[config.mk]
export PLATFORM = sky130hd
export DESIGN_NAME = sensor_cond_flat
export DESIGN_NICKNAME = d
export VERILOG_FILES = /design/src/rtl/sensor_cond_if.sv /design/src/rtl/sensor_cond.sv /design/src/flat_wrapper.sv
export SDC_FILE = /design/constraint.sdc
export NUM_CORES = 1
export LEC_CHECK = 0
export ABC_AREA = 1
export BUFFER_PORTS_ARGS = -buffer_cell sky130_fd_sc_hd__clkbuf_2
export CAP_MARGIN = 10
export CORE_ASPECT_RATIO = 1.25
export CORE_MARGIN = 5
export CORE_UTILIZATION = 60
export DETAILED_ROUTE_END_ITERATION = 10
export HOLD_SLACK_MARGIN = 0.08
export PLACE_DENSITY = 0.74
export SETUP_SLACK_MARGIN = 0.4
export SYNTH_ARGS = -nofsm -noshare
export SYNTH_HDL_FRONTEND = slang
export SYNTH_SLANG_ARGS = --single-unit
[constraint.sdc]
create_clock -name clk -period 2 [get_ports clk]
set_clock_uncertainty 0.05 [all_clocks]
set_input_delay 0.3 -clock clk [delete_from_list [all_inputs] [get_ports clk]]
set_output_delay 0.3 -clock clk [all_outputs]
set_load 0.01 [all_outputs]
[src/rtl/sensor_cond_if.sv]
// Sensor/pushbutton signal bundle for sensor_cond.
// Glitch-count ports exist only when SENSOR_COND_GLITCH_CNT_EN is defined.
interface sensor_cond_if;
    logic       s2_raw;
    logic       s1_raw;
    logic       s0_raw;
    logic       p_raw;
    logic       S2;
    logic       S1;
    logic       S0;
    logic       P;
`ifdef SENSOR_COND_GLITCH_CNT_EN
    logic       glitch_clr;
    logic [7:0] glitch_cnt;
`endif

    modport master (
        output s2_raw, s1_raw, s0_raw, p_raw,
`ifdef SENSOR_COND_GLITCH_CNT_EN
        output glitch_clr,
        input  glitch_cnt,
`endif
        input  S2, S1, S0, P
    );

    modport slave (
        input  s2_raw, s1_raw, s0_raw, p_raw,
`ifdef SENSOR_COND_GLITCH_CNT_EN
        input  glitch_clr,
        output glitch_cnt,
`endif
        output S2, S1, S0, P
    );
endinterface

[src/rtl/sensor_cond.sv]
// Synchronizes and debounces three level sensors and a start pushbutton.
// Optional aborted-transition counter enabled by SENSOR_COND_GLITCH_CNT_EN.
module sensor_cond #(
    parameter int unsigned DB_CYCLES = 16
) (
    input  logic         clk,
    input  logic         rst_n,
    sensor_cond_if.slave if_sens
);
    localparam int unsigned NCH      = 4;
    localparam logic [15:0] DB_LIMIT = 16'(DB_CYCLES);

    // Channel index: 3 = s2, 2 = s1, 1 = s0, 0 = pushbutton
    logic [NCH-1:0] w_raw;
    logic [NCH-1:0] r_sync1;
    logic [NCH-1:0] r_sync2;
    logic [NCH-1:0] w_stable;
    logic           r_p_prev;
    logic           r_p;
`ifdef SENSOR_COND_GLITCH_CNT_EN
    logic [NCH-1:0] w_glitch;
    logic [7:0]     r_glitch_cnt;
`endif

    assign w_raw = {if_sens.s2_raw, if_sens.s1_raw, if_sens.s0_raw, if_sens.p_raw};

    always_ff @(posedge clk or negedge rst_n) begin
        if (!rst_n) begin
            r_sync1 <= '0;
            r_sync2 <= '0;
        end else begin
            r_sync1 <= w_raw;
            r_sync2 <= r_sync1;
        end
    end

    for (genvar g = 0; g < NCH; g++) begin : g_ch
        logic        r_stable;
        logic [15:0] r_cnt;
        logic [15:0] w_cnt_inc;

        assign w_cnt_inc = r_cnt + 16'd1;

        // Count is bounded below DB_LIMIT: it clears on acceptance, so it never wraps.
        always_ff @(posedge clk or negedge rst_n) begin
            if (!rst_n) begin
                r_stable <= 1'b0;
                r_cnt    <= '0;
            end else if (r_sync2[g] == r_stable) begin
                r_cnt <= '0;
            end else if (w_cnt_inc == DB_LIMIT) begin
                r_stable <= r_sync2[g];
                r_cnt    <= '0;
            end else begin
                r_cnt <= w_cnt_inc;
            end
        end

        assign w_stable[g] = r_stable;
`ifdef SENSOR_COND_GLITCH_CNT_EN
        assign w_glitch[g] = (r_cnt != '0) && (r_sync2[g] == r_stable);
`endif
    end

    // Start pulse follows the clock in which the debounced press is accepted.
    always_ff @(posedge clk or negedge rst_n) begin
        if (!rst_n) begin
            r_p_prev <= 1'b0;
            r_p      <= 1'b0;
        end else begin
            r_p_prev <= w_stable[0];
            r_p      <= w_stable[0] & ~r_p_prev;
        end
    end

`ifdef SENSOR_COND_GLITCH_CNT_EN
    always_ff @(posedge clk or negedge rst_n) begin
        if (!rst_n) begin
            r_glitch_cnt <= '0;
        end else if (if_sens.glitch_clr) begin
            r_glitch_cnt <= '0;
        end else if ((|w_glitch) && (r_glitch_cnt != 8'hFF)) begin
            r_glitch_cnt <= r_glitch_cnt + 8'd1;
        end
    end

    assign if_sens.glitch_cnt = r_glitch_cnt;
`endif

    assign if_sens.S2 = w_stable[3];
    assign if_sens.S1 = w_stable[2];
    assign if_sens.S0 = w_stable[1];
    assign if_sens.P  = r_p;
endmodule
[src/flat_wrapper.sv]
// flat-port wrapper written by rule: the top's interface ports become plain ports
module sensor_cond_flat 
#(
    parameter int unsigned DB_CYCLES = 16
)
  (clk, rst_n, if_sens_s2_raw, if_sens_s1_raw, if_sens_s0_raw, if_sens_p_raw, if_sens_S2, if_sens_S1, if_sens_S0, if_sens_P);
  sensor_cond_if if_sens_i ();
  input  logic clk;
  input  logic rst_n;
  input wire logic [$bits(if_sens_i.s2_raw)-1:0] if_sens_s2_raw;
  input wire logic [$bits(if_sens_i.s1_raw)-1:0] if_sens_s1_raw;
  input wire logic [$bits(if_sens_i.s0_raw)-1:0] if_sens_s0_raw;
  input wire logic [$bits(if_sens_i.p_raw)-1:0] if_sens_p_raw;
  output wire logic [$bits(if_sens_i.S2)-1:0] if_sens_S2;
  output wire logic [$bits(if_sens_i.S1)-1:0] if_sens_S1;
  output wire logic [$bits(if_sens_i.S0)-1:0] if_sens_S0;
  output wire logic [$bits(if_sens_i.P)-1:0] if_sens_P;
  assign if_sens_i.s2_raw = if_sens_s2_raw;
  assign if_sens_i.s1_raw = if_sens_s1_raw;
  assign if_sens_i.s0_raw = if_sens_s0_raw;
  assign if_sens_i.p_raw = if_sens_p_raw;
  assign if_sens_S2 = if_sens_i.S2;
  assign if_sens_S1 = if_sens_i.S1;
  assign if_sens_S0 = if_sens_i.S0;
  assign if_sens_P = if_sens_i.P;
  sensor_cond #(.DB_CYCLES(DB_CYCLES)) u_core (.clk(clk), .rst_n(rst_n), .if_sens(if_sens_i));
endmodule
# [Yosys cells after proc, flatten, opt, wreduce, memory -nomap -nowiden]
# Index checks and enable logic that the tools add are counted.
[totals] register_bits=78 inputBits=6 output_inout_bits=4 wordCells=42
[op_classes] add_sub_neg=4 eq_ne=8 n_mux=8 bitwise=6 reduce_logical=4
[ops] cell="$mux 16" n=8
[ops] cell="$add 16x1->16 const B" n=4
[ops] cell="$eq 16x5->1 const B" n=4
[ops] cell="$reduce_and 2->1" n=4
[ops] cell="$not 1->1" n=5
[ops] cell="$eq 1x1->1" n=4
[ops] cell="$and 1x1->1" n=1

# [Longest topological paths before layout]
[depth] depth_word=4 ltp_mapped=13 depth_no_buf=13

# [Worst setup path before layout]
# No wires, ideal clock.
[synth_timing] path_kind="register to register" startpoint="reg u_core.g_ch[0].r_cnt[0]" endpoint="reg u_core.g_ch[0].r_stable" setup_time_ns=0.117 t_arrival_ns=1.443 required_time_ns=1.833 setup_slack_ns=0.391 path_stages_with_launch=11 path_buffers=0 synth_period_minus_slack_ns=1.609 path_cell_list="dfrtp_1 ha_1 nand2_1 nor2_1 nand2_1 xor2_1 nand2_1 nor3_2 nand2_1 nand2_1 nand2_1"
[synth_via] elab_chain_len=3
[synth_rtl] element="from (decl)" line="sensor_cond.sv:39" text="logic [15:0] r_cnt;"
[synth_rtl] element="from (signal assigned)" line="sensor_cond.sv:55" text="r_cnt <= w_cnt_inc;"
[synth_rtl] element="$add 16x1->16" line="sensor_cond.sv:42" text="assign w_cnt_inc = r_cnt + 16'd1;"
[synth_rtl] element="$eq 16x5->1" line="sensor_cond.sv:51" text="end else if (w_cnt_inc == DB_LIMIT) begin"
[synth_rtl] element="$reduce_and 2->1 (no line)"
[synth_rtl] element="to (signal assigned)" line="sensor_cond.sv:52" text="r_stable <= r_sync2[g];"
[synth_rtl] element="to (decl)" line="sensor_cond.sv:38" text="logic r_stable;"
# No other way between the ends.
# A chain may end at the register's enable or synchronous reset.

# [Worst setup path after layout]
[layout_timing] startpoint="reg u_core.g_ch[0].r_cnt[0]" endpoint="reg u_core.g_ch[0].r_cnt[1]"
[layout_via] elab_chain_len=4
[layout_rtl] element="$add 16x1->16 (*)" line="sensor_cond.sv:42"
[layout_rtl] element="$eq 16x5->1" line="sensor_cond.sv:51"
[layout_rtl] element="$mux 16 (*)" line="sensor_cond.sv:51"
[layout_rtl] element="$mux 16 (*)" line="sensor_cond.sv:49" text="end else if (r_sync2[g] == r_stable) begin"
# Every way passes the cells marked *; elsewhere a longest branch is shown, timed or not.

==> metrics.txt <==
# TYPE chip_impl_metric gauge
chip_impl_info{name="min_path_type",value="reg -> reg"} 1
chip_impl_metric{name="worst_hold_path.num_cells",unit=""} 0
chip_impl_info{name="crit-reg2reg-capture",value="u_core.g_ch[0].r_cnt[1]"} 1
chip_impl_metric{name="synthCells",unit=""} 645
chip_impl_metric{name="postSynthAreaPerCell",unit="sq um"} 6.834
chip_impl_info{name="synth_top_area_cell",value="dfrtp_1"} 1
chip_impl_metric{name="wire_length_of_the_first_global_routing_pass",unit="um"} 18400
chip_impl_metric{name="cts.clk_slew.worst_paths",unit="ps"} 80
chip_impl_metric{name="globalplace.congestion",unit=""} 0.9165
chip_impl_metric{name="reg2reg_slack",unit="ps"} 220
chip_impl_info{name="worstSetupEndpointType",value="flop"} 1
chip_impl_metric{name="transition_at_the_pin_with_the_smallest_max_transition_slack",unit="ps"} 524.1
chip_impl_info{name="post_synth_main_area_contributors",value="dfrtp_1, nand2_1, nor2_1"} 1
chip_impl_metric{name="syn-cell-area",unit="sq um"} 4408
chip_impl_info{name="final_common_cell",value="nand2_1"} 1
chip_impl_metric{name="drt_first_pass_iters",unit=""} 7
chip_impl_info{name="cp-start-kind",value="flop"} 1
chip_impl_metric{name="worst_hold_slack",unit="ps"} 313.6
chip_impl_metric{name="r2r.worst_path.cells",unit=""} 12
chip_impl_info{name="cpMaxStageDelayCell",value="dfrtp_1"} 1
chip_impl_info{name="mostFrequentLayoutCells",value="nand2_1, nor2_1, dfrtp_1, inv_1, nand2_2"} 1
chip_impl_info{name="synthFlopType",value="dfrtp_1"} 1
chip_impl_info{name="clock_tree_root_buffer_cell",value="clkbuf_8"} 1
chip_impl_metric{name="report.final.setup_viol",unit=""} 0
chip_impl_metric{name="n_fill_cell",unit=""} 532
chip_impl_metric{name="placement.io_buffers",unit=""} 9
chip_impl_metric{name="fin_setup_tns",unit="ps"} 0
chip_impl_metric{name="vdd_ir_drop_max",unit="uV"} 591.0
chip_impl_metric{name="timing.final.crit_share",unit=""} 0.8920
chip_impl_metric{name="areal_power_density_over_the_cells",unit="nW/um^2"} 510.2
chip_impl_metric{name="p_leak",unit="uW"} 0.002675
chip_impl_metric{name="cts-root-to-sink-buffers",unit=""} 2
chip_impl_metric{name="worst_path_required_time",unit="ps"} 2160
chip_impl_metric{name="antenna_violations_before_repair",unit=""} 0
chip_impl_metric{name="p_total",unit="uW"} 2878
chip_impl_metric{name="yosys.area.top_type_share",unit=""} 0.4428
chip_impl_metric{name="core.rowCount",unit=""} 35
chip_impl_metric{name="final_layout_size_suffix_gt1_frac",unit=""} 0.2942
chip_impl_metric{name="grtUsageTotal",unit=""} 0.2486
chip_impl_metric{name="timing.final.crit_period",unit="ps"} 1784
chip_impl_metric{name="cts-htree-levels",unit=""} 3
chip_impl_metric{name="max_slew_margin",unit=""} 0.6502
chip_impl_metric{name="max_stage_delay",unit="ps"} 420
chip_impl_metric{name="ant_nets",unit=""} 0
chip_impl_metric{name="fp.dieArea",unit="sq um"} 9172
chip_impl_metric{name="cts-buffers-inserted",unit=""} 9
chip_impl_metric{name="drv_slew",unit=""} 0
chip_impl_metric{name="grt_overflow",unit=""} 0
chip_impl_metric{name="drc",unit=""} 0
chip_impl_metric{name="area_growth",unit="%"} 27.96
chip_impl_info{name="worstReg2RegStart",value="u_core.g_ch[0].r_cnt[0]"} 1
chip_impl_info{name="min-delay-start",value="u_core.r_sync1[1]"} 1
chip_impl_info{name="critical_path_class",value="reg -> reg"} 1
chip_impl_metric{name="postSynthRegisterBits",unit=""} 78
chip_impl_metric{name="syn_nets",unit=""} 655
chip_impl_metric{name="achievable-frequency",unit="MHz"} 560.5
chip_impl_metric{name="drt-total-wl",unit="um"} 11340
chip_impl_metric{name="yosys_warnings",unit=""} 0
chip_impl_metric{name="later_pin_clock_latency_in_the_skew_report",unit="ps"} 350
chip_impl_metric{name="synth_async_sr_flop_share",unit=""} 1.000
chip_impl_metric{name="timing.critical_path.fanout_max",unit=""} 5
chip_impl_metric{name="synth-edff-count",unit=""} 0
chip_impl_info{name="crit_chain",value="ha_4, nand3_4, nor2_4, nand3_2, nand2_1, nand2_2, inv_2, nand2_2, nor2_4, nand3_2, nand2_1, nor2_1"} 1
chip_impl_metric{name="grt_max_degree",unit=""} 48
chip_impl_metric{name="num_antenna_cells",unit=""} 0
chip_impl_metric{name="cts_num_sinks",unit=""} 78
chip_impl_info{name="tritoncts",value="done"} 1
chip_impl_info{name="min_delay_worst_endpoint",value="u_core.r_sync2[1]"} 1
chip_impl_metric{name="floorplan.initialDensity",unit=""} 0.6064
chip_impl_metric{name="hold_viol",unit=""} 0
chip_impl_metric{name="synth.lib_cells_used.distinct",unit=""} 22
chip_impl_metric{name="worstPathBufferInverterCount",unit=""} 1
chip_impl_metric{name="number_of_drc_markers_in_iteration_0",unit=""} 199
chip_impl_metric{name="fp.dieH",unit="um"} 105.8
chip_impl_metric{name="dp_hpwl",unit="um"} 6911
chip_impl_metric{name="max_cap_viol_count",unit=""} 0
chip_impl_metric{name="synth_sequential_area_ratio",unit=""} 0.4428
chip_impl_metric{name="fin_nets",unit=""} 712
chip_impl_metric{name="io_pins",unit=""} 10
chip_impl_metric{name="avgViaCountPerCell",unit=""} 5.498
chip_impl_metric{name="die_width",unit="um"} 86.67
chip_impl_info{name="timing.critical_path.from",value="u_core.g_ch[0].r_cnt[0]"} 1
chip_impl_metric{name="routed_wire_length_per_instance",unit="um"} 14.20
chip_impl_metric{name="via_count",unit=""} 4393
chip_impl_info{name="critical_path.top_delay_family",value="simple AND/OR/NAND/NOR gates"} 1
chip_impl_info{name="grt_setup_unrepaired",value="true"} 1
chip_impl_metric{name="floorplan.core_area",unit="sq um"} 7269
chip_impl_metric{name="grt_pass1_vias",unit=""} 4115
chip_impl_info{name="run_status",value="completed"} 1
chip_impl_metric{name="worst-endpoint-arrival",unit="ps"} 1940
## power by group
| part | switching (uW) | total (uW) | internal, uW |
|---|---|---|---|
| clock | 598 | 1050 | 452 |
| sequential | 34.2 | 1640 | 1600 |
| combinational | 112 | 190 | 78.1 |
## metal layers
metal	global-route usage	part of all wire	vias to the layer above	wire, um
li1	-	-	2126	-
met1	0.3113	0.41	2096	4665
met2	0.4196	0.51	136	5832
met3	0.04613	0.044	35	503
met4	0.09688	0.030	0	344
met5	0	0	-	0
## synth_stat cells (3+ instances only)
cell type and instances:
dfrtp_1 78, a21oi_1 4, nor2_2 6, nor3_1 9, o21bai_1 10, nand3_1 56, nand4_1 16, nor2_4 7
nand2_1 237, ha_1 4, clkbuf_1 4, nor2_1 128, xor2_1 5, inv_1 71, nand3b_1 3
## cell families (layout without fill, tap and decap cells)
kind of cell | Yosys count | in the layout | share of synthesized area
and+or+nand+nor | 466 | 466 | 0.4465
DFF | 78 | 78 | 0.4428
buffers and inverters | 75 | 137 | 0.06387
AOI/OAI and AO/OA | 17 | 17 | 0.02554
xor gates and xnor gates | 5 | 5 | 0.009934
adders and majority gates | 4 | 4 | 0.01135
## cell type report
cell class / instances / area [sq um] / share of cell area
clock buffers: 11 / 131.4 / 0.02329
inverters: 71 / 266.5 / 0.04725
clock inverters: 5 / 36.28 / 0.006433
flip-flops and latches: 78 / 1959 / 0.3474
well taps: 92 / 115.1 / 0.02041
multi-input cells: 492 / 2718 / 0.4818
repair buffers: 50 / 414.1 / 0.07342
## stage by stage
stage               area, sq um    util  setup slack, ps  cells
global placement           4586  0.6308            193.6    744
global route               5640  0.7759            100.2    799
finish                     5640  0.7759            215.9    799
detailed placement         4586  0.6308            130.2    744
floorplan                  4410       -            420.4    645
CTS                        5196  0.7148            258.7    785
## worst max-delay path by stage
stage / end / slack, ps / depth (start not counted)
2_1_floorplan: u_core.g_ch[1].r_cnt[4] / 420 / 12
3_3_place_gp: u_core.g_ch[1].r_cnt[0] / 190 / 12
3_5_place_dp: u_core.g_ch[0].r_cnt[4] / 130 / 12
4_1_cts: u_core.g_ch[0].r_cnt[1] / 260 / 12
5_1_grt: u_core.g_ch[0].r_stable / 100 / 13
6_report: u_core.g_ch[0].r_cnt[1] / 220 / 12
## flip-flops by register name, summed over array words and instances, names as in the netlist
| signal | flops |
|---|---|
| u_core.g_ch.r_stable | 1 |
| u_core.r_sync2 | 4 |
| u_core.if_sens.P | 1 |
| u_core.if_sens.S1 | 1 |
| u_core.g_ch.r_cnt | 64 |
| u_core.if_sens.S2 | 1 |
| u_core.r_p_prev | 1 |
| u_core.r_sync1 | 4 |
| u_core.if_sens.S0 | 1 |
## repair_timing
action | 4_1_cts | 5_1_grt
endpoints found under the hold margin | 35 | 0
hold buffers | 5 | 0
cloned | 0 | 0
resized for setup | 67 | 104
pin swaps | 46 | 56
setup buffers | 20 | 14
endpoints found under the setup margin | 16 | 17
Power figures use the tool's default switching activity.
